===== config.mk =====
export PLATFORM = sky130hd
export DESIGN_NAME = instr_fetch_unit
export DESIGN_NICKNAME = d
export VERILOG_FILES = /design/src/rtl/rv_core_pkg.sv /design/src/rtl/fetch_pc_reg.sv /design/src/rtl/instr_fetch_unit.sv
export SDC_FILE = /design/constraint.sdc
export NUM_CORES = 1
export LEC_CHECK = 0
export CAP_MARGIN = 5
export CORE_ASPECT_RATIO = 2
export CORE_MARGIN = 10
export CORE_UTILIZATION = 49
export DETAILED_ROUTE_END_ITERATION = 10
export PLACE_DENSITY_LB_ADDON = 0.3
export SKIP_CTS_REPAIR_TIMING = 1
export SYNTH_ARGS = -nofsm -noshare
export SYNTH_HDL_FRONTEND = slang
export SYNTH_SLANG_ARGS = --single-unit

===== constraint.sdc =====
create_clock -name clk -period 4.4 [get_ports clk]
set_input_delay 0.88 -clock clk [delete_from_list [all_inputs] [get_ports clk]]
set_output_delay 0.88 -clock clk [all_outputs]
set_load 0.01 [all_outputs]

===== src/rtl/rv_core_pkg.sv =====
// Shared definitions for the RISC-V core front end: opcodes, bubble word, fetch FSM states.
package rv_core_pkg;

  localparam int unsigned XLEN  = 32;
  localparam int unsigned OPC_W = 7;

  localparam logic [OPC_W-1:0] OP_RTYPE  = 7'b0110011;
  localparam logic [OPC_W-1:0] OP_LOAD   = 7'b0000011;
  localparam logic [OPC_W-1:0] OP_STORE  = 7'b0100011;
  localparam logic [OPC_W-1:0] OP_BRANCH = 7'b1100011;

  // addi x0,x0,0: decodes to the all-zero safe control set
  localparam logic [XLEN-1:0] NOP_INSTR = 32'h0000_0013;
  localparam logic [XLEN-1:0] PC_STEP   = 32'd4;

  typedef enum logic [1:0] {
    IDLE  = 2'd0,
    FETCH = 2'd1,
    WAIT  = 2'd2,
    HOLD  = 2'd3
  } fetch_state_e;

  // IF/ID pipeline register payload
  typedef struct packed {
    logic [XLEN-1:0] instr;
    logic [XLEN-1:0] pc;
    logic            valid;
  } ifid_t;

  // Clear the byte-offset bits of an address
  function automatic logic [XLEN-1:0] align_word(input logic [XLEN-1:0] a);
    return a & ~XLEN'(3);
  endfunction

  // Opcode field of an instruction word
  function automatic logic [OPC_W-1:0] opcode_of(input logic [XLEN-1:0] instr);
    return instr[OPC_W-1:0];
  endfunction

  // True for opcodes that access data memory
  function automatic logic is_mem_op(input logic [XLEN-1:0] instr);
    return (opcode_of(instr) == OP_LOAD) || (opcode_of(instr) == OP_STORE);
  endfunction

  // True for opcodes that can redirect the fetch stream or write a register from ALU
  function automatic logic is_branch_or_alu(input logic [XLEN-1:0] instr);
    return (opcode_of(instr) == OP_BRANCH) || (opcode_of(instr) == OP_RTYPE);
  endfunction

endpackage


===== src/rtl/fetch_pc_reg.sv =====
// Program counter register: reset value, sequential +4 (wrapping) and redirect load.
module fetch_pc_reg
  import rv_core_pkg::*;
#(
  parameter logic [XLEN-1:0] RESET_PC = 32'h0000_0000
) (
  input  logic            clk,
  input  logic            rst_n,
  input  logic            load_target,
  input  logic [XLEN-1:0] target,
  input  logic            inc,
  output logic [XLEN-1:0] pc
);

  logic [XLEN-1:0] pc_q;
  logic [XLEN-1:0] pc_d;

  // Redirect wins over increment; the add wraps modulo 2^32
  always_comb begin
    pc_d = pc_q;
    if (load_target) begin
      pc_d = align_word(target);
    end else if (inc) begin
      pc_d = pc_q + PC_STEP;
    end
  end

  // PC state
  always_ff @(posedge clk or negedge rst_n) begin
    if (!rst_n) begin
      pc_q <= align_word(RESET_PC);
    end else begin
      pc_q <= pc_d;
    end
  end

  assign pc = pc_q;

endmodule


===== src/rtl/instr_fetch_unit.sv =====
// Fetch stage: imem request handshake, PC sequencing, IF/ID register with stall and redirect.
module instr_fetch_unit
  import rv_core_pkg::*;
#(
  parameter logic [XLEN-1:0] RESET_PC  = 32'h0000_0000,
  parameter logic [XLEN-1:0] NOP_INSTR = rv_core_pkg::NOP_INSTR
) (
  input  logic            clk,
  input  logic            rst_n,
  output logic            imem_req,
  output logic [XLEN-1:0] imem_addr,
  input  logic            imem_gnt,
  input  logic            imem_rvalid,
  input  logic [XLEN-1:0] imem_rdata,
  input  logic            stall,
  input  logic            branch_taken,
  input  logic [XLEN-1:0] branch_target,
  output logic [XLEN-1:0] Instruction,
  output logic [XLEN-1:0] instr_pc,
  output logic            instr_valid
);

  fetch_state_e    state_q, state_d;
  logic            kill_q, kill_d;
  ifid_t           ifid_q, ifid_d;
  logic            pc_load;
  logic            pc_inc;
  logic [XLEN-1:0] pc;

  fetch_pc_reg #(
    .RESET_PC (RESET_PC)
  ) u_pc (
    .clk         (clk),
    .rst_n       (rst_n),
    .load_target (pc_load),
    .target      (branch_target),
    .inc         (pc_inc),
    .pc          (pc)
  );

  // FSM state register
  always_ff @(posedge clk or negedge rst_n) begin
    if (!rst_n) begin
      state_q <= IDLE;
    end else begin
      state_q <= state_d;
    end
  end

  // Next-state: one outstanding request; redirect overrides stall everywhere
  always_comb begin
    state_d = state_q;
    case (state_q)
      IDLE:  state_d = FETCH;
      FETCH: if (imem_gnt) state_d = WAIT;
      WAIT:  if (imem_rvalid) state_d = (kill_q || branch_taken) ? FETCH : HOLD;
      HOLD:  if (branch_taken || !stall) state_d = FETCH;
      default: state_d = IDLE;
    endcase
  end

  // Outputs decoded from state
  always_comb begin
    imem_req = (state_q == FETCH);
  end

  // Kill flag, IF/ID update and PC control
  always_comb begin
    kill_d  = kill_q;
    ifid_d  = ifid_q;
    pc_load = branch_taken;
    pc_inc  = 1'b0;
    case (state_q)
      FETCH: begin
        // Request already accepted at the old address: its response must be dropped
        if (branch_taken && imem_gnt) kill_d = 1'b1;
      end
      WAIT: begin
        if (imem_rvalid) begin
          kill_d = 1'b0;
          if (!kill_q && !branch_taken) begin
            ifid_d = '{instr: imem_rdata, pc: pc, valid: 1'b1};
            pc_inc = 1'b1;
          end
        end else if (branch_taken) begin
          kill_d = 1'b1;
        end
      end
      HOLD: begin
        if (branch_taken || !stall) begin
          ifid_d = '{instr: NOP_INSTR, pc: ifid_q.pc, valid: 1'b0};
        end
      end
      default: ;
    endcase
  end

  // Kill flag and IF/ID register
  always_ff @(posedge clk or negedge rst_n) begin
    if (!rst_n) begin
      kill_q <= 1'b0;
      ifid_q <= '{instr: NOP_INSTR, pc: RESET_PC, valid: 1'b0};
    end else begin
      kill_q <= kill_d;
      ifid_q <= ifid_d;
    end
  end

  assign imem_addr   = pc;
  assign Instruction = ifid_q.instr;
  assign instr_pc    = ifid_q.pc;
  assign instr_valid = ifid_q.valid;

endmodule

==> flow_summary.ini <==
[grt]
globalRouteTotalUtil_pct = 20.4
grt_pass1_wl_um = 22500
grt.overflow.total = 0
maximum_number_of_pins_on_one_net_before_global_route_repair = 67
grt_pass1_vias = 4365
number_of_antenna_violations_at_the_first_check_in_global_routing = 0

[timing]
setup_violation_total_in_the_final_timing_report = 0
slew_limit_fails = 0
timing.slew.headroom_pct = 32.9
tightest_slew_ns = 1.01
post-route-period-util_pct = 64.6
totalNegativeSetupSlack_ns = 0
clock_skew_ns = 0.00919
final.min_clock_period_ns = 2.84
max_freq_mhz = 352
holdWs_ns = 0.476
finalHoldViolCount = 0
unrepaired_setup_endpoints_after_global_routing = false

[logic_synthesis]
post_synth_main_area_contributors = sky130_fd_sc_hd__dfrtp_1 (50%), sky130_fd_sc_hd__o21ai_0 (8.4%), sky130_fd_sc_hd__nand2_1 (8.2%)
ys_top_cells_by_count = sky130_fd_sc_hd__nand2_1 (102), sky130_fd_sc_hd__dfrtp_1 (93), sky130_fd_sc_hd__o21ai_0 (78)
synth_seq_cells = 96
syn-instance-count = 507
synth_largest_type_area_fraction_pct = 49.8
netlist-cell-type-count = 52
netlist_area_um2 = 4670
syn_avg_cell_area_um2 = 9.21
ys_async_sr_fraction_pct = 100
synth-warning-count = 0
synth-seq-area-share_pct = 51.5
dominantRegCellSynth = sky130_fd_sc_hd__dfrtp_1
synth_edf_count = 0
yosys.cell_count.top_type = sky130_fd_sc_hd__nand2_1
yosysTopAreaCell = sky130_fd_sc_hd__dfrtp_1

[floorplanning]
die_width_um = 89.0
design.portCount = 168
std_cell_core_area_um2 = 9320
floorplan.die_area_um2 = 14100
rows = 50
overall_die_height_um = 158
effective_utilization_at_floorplan_pct = 50.1

[clock_network]
clkSinkCount = 96
clkLatencyLatePin_ns = 0.34
cts_root_buf = sky130_fd_sc_hd__clkbuf_16
worst_setup_hold_path_clk_slew_ns = 0.06
tritoncts = done
tritoncts.num_buffers = 9
clock_tree.htree_level_count = 3
clk_path_buf_depth = 2

[worst_hold_path]
hold_path_startpoint = instr_pc[4]
min-delay-path-class = flip-flop to flip-flop

[layout]
antennaDiodeCount = 0
final_nets = 731
layout-drive-gt1-share_pct = 5.32
area_growth_pct = 42.3

[worst_setup_path]
r2r-start = state_q[0]
worst_reg_to_reg_setup_slack_ns = 1.72
worstSetupEndpointType = flip-flop
crit_path_top_delay_cell = sky130_fd_sc_hd__nand3_2
worst_ep_arrival_time_ns = 3.06
worst-endpoint-required_ns = 4.62
crit_path_start_kind = primary input
crit_fanout = 60
worstSetupPathType = primary input to flip-flop
timing.critical_path.max_delay_family = simple AND/OR/NAND/NOR gates
critPathBufInv = 2
crit_path_start = branch_taken
timing.critical_path.cells = clkdlybuf4s50_1 -> buf_4 -> nor2_1 -> nand3_2 -> o31ai_1
slowest_delay_ns = 0.78

[route]
route.detailed.drc = 0
detailed_routing_iteration_count_for_the_pre_antenna_repair_pass = 5
routed-via-count = 4256
dr.first_iter.drc_count = 262
finalWirelength_um = 14400
per_cell_via_count_in_the_routed_design = 5.59
antenna_violating_nets_post_route = 0
routedWlPerCell_um = 18.9

[status]
status = finished clean

[placed_design]
gpl.final_weighted_congestion = 0.887
place.detailed.hpwl_um = 10600
buffer_ports.inserted = 161

[power]
power_density_nw_per_um2 = 462
post-layout-total-power_mw = 3.07
worst_supply_voltage_drop_on_vdd_uv = 263
cellLeakagePower_nw = 2.85

[job]
maxCapViolations = 0
[power by group]
part	leakage, nW	internal, mW	switching, mW	total (mW)
clock	0.148	0.507	0.316	0.824
combinational	1.47	0.549	0.458	1.01
sequential	1.23	1.10	0.148	1.24
[flip-flops by register name, indices dropped and copies added, names as in the netlist]
| register | count |
|---|---|
| Instruction | 32 |
| instr_pc | 30 |
| u_pc.pc | 30 |
| state_q | 2 |
| instr_valid | 1 |
| kill_q | 1 |
[kinds of logic after synthesis]
group,after synthesis,share of synthesized area (%)
compound gates,111,13.5
xor+xnor,13,2.44
fa+ha+maj,6,1.61
buf+inv,38,3.45
flops,96,51.5
mux,3,0.696
other cells,1,0.0803
simple gates,239,26.7
[metal layers]
layer	up-vias	track usage, %	wire [um]
met3	39	5.51	1000
met1	1993	21.5	5370
met2	200	36.3	7500
met5	-	0	0
met4	0	9.45	555
li1	2024	-	-
[worst reg2reg max path, stage by stage, from the launching register on]
cell and delay [ns]:
sky130_fd_sc_hd__dfrtp_1 0.43, sky130_fd_sc_hd__ha_2 0.89, sky130_fd_sc_hd__a32oi_1 0.40, sky130_fd_sc_hd__o21ai_4 0.14
sky130_fd_sc_hd__buf_4 0.46, sky130_fd_sc_hd__nand2_1 0.14, sky130_fd_sc_hd__o21ai_0 0.12
[area by class of cell]
cell class	count	area, um^2
clock buffers	11	243
repair buffers	166	1650
fillers	731	2670
clock inverters	3	67.6
multi-input cells	376	2130
well taps	104	130
flip-flops and latches	96	2410
inverters	6	22.5
[per-stage QoR]
step                      worst slack [ns]  util, %  area (um^2)  std cells
after global placement                1.30     68.0         6340        748
after detailed placement              1.21     68.0         6340        748
after floorplan                       2.32        -         4680        510
final                                 1.56     71.3         6650        762
after global routing                  1.27     71.3         6650        762
after CTS                             1.57     71.3         6650        762
[path summary, 6_finish.rpt]
kind / to / depth (start not counted)
worst max-delay path: instr_pc[4] / 5
worst min-delay path: instr_pc[4] / 2
worst max register to register: Instruction[0] / 6
max in group asynchronous: u_pc.pc[2] / 2
worst min register to register: instr_pc[4] / 2
min in group asynchronous: Instruction[9] / 1
[cells in the final DEF (no fill, tap or decap), types with 3 or more instances in the layout]
cell and n:
sky130_fd_sc_hd__a21oi_1 6, sky130_fd_sc_hd__a22oi_1 3, sky130_fd_sc_hd__and3_1 7, sky130_fd_sc_hd__buf_4 6
sky130_fd_sc_hd__clkbuf_16 9, sky130_fd_sc_hd__clkdlybuf4s50_1 160, sky130_fd_sc_hd__conb_1 4, sky130_fd_sc_hd__dfrtp_1 93
sky130_fd_sc_hd__dfstp_2 3, sky130_fd_sc_hd__ha_1 5, sky130_fd_sc_hd__inv_1 6, sky130_fd_sc_hd__nand2_1 102
sky130_fd_sc_hd__nand2b_1 58, sky130_fd_sc_hd__nand3_1 18, sky130_fd_sc_hd__nand3_2 3, sky130_fd_sc_hd__nand4_1 13
sky130_fd_sc_hd__nor2_1 10, sky130_fd_sc_hd__o211ai_1 10, sky130_fd_sc_hd__o21ai_0 77, sky130_fd_sc_hd__o31ai_1 3
sky130_fd_sc_hd__or3_1 3, sky130_fd_sc_hd__or4_1 3, sky130_fd_sc_hd__xnor2_1 4, sky130_fd_sc_hd__xor2_1 9
(Power assumes the default switching activity.)
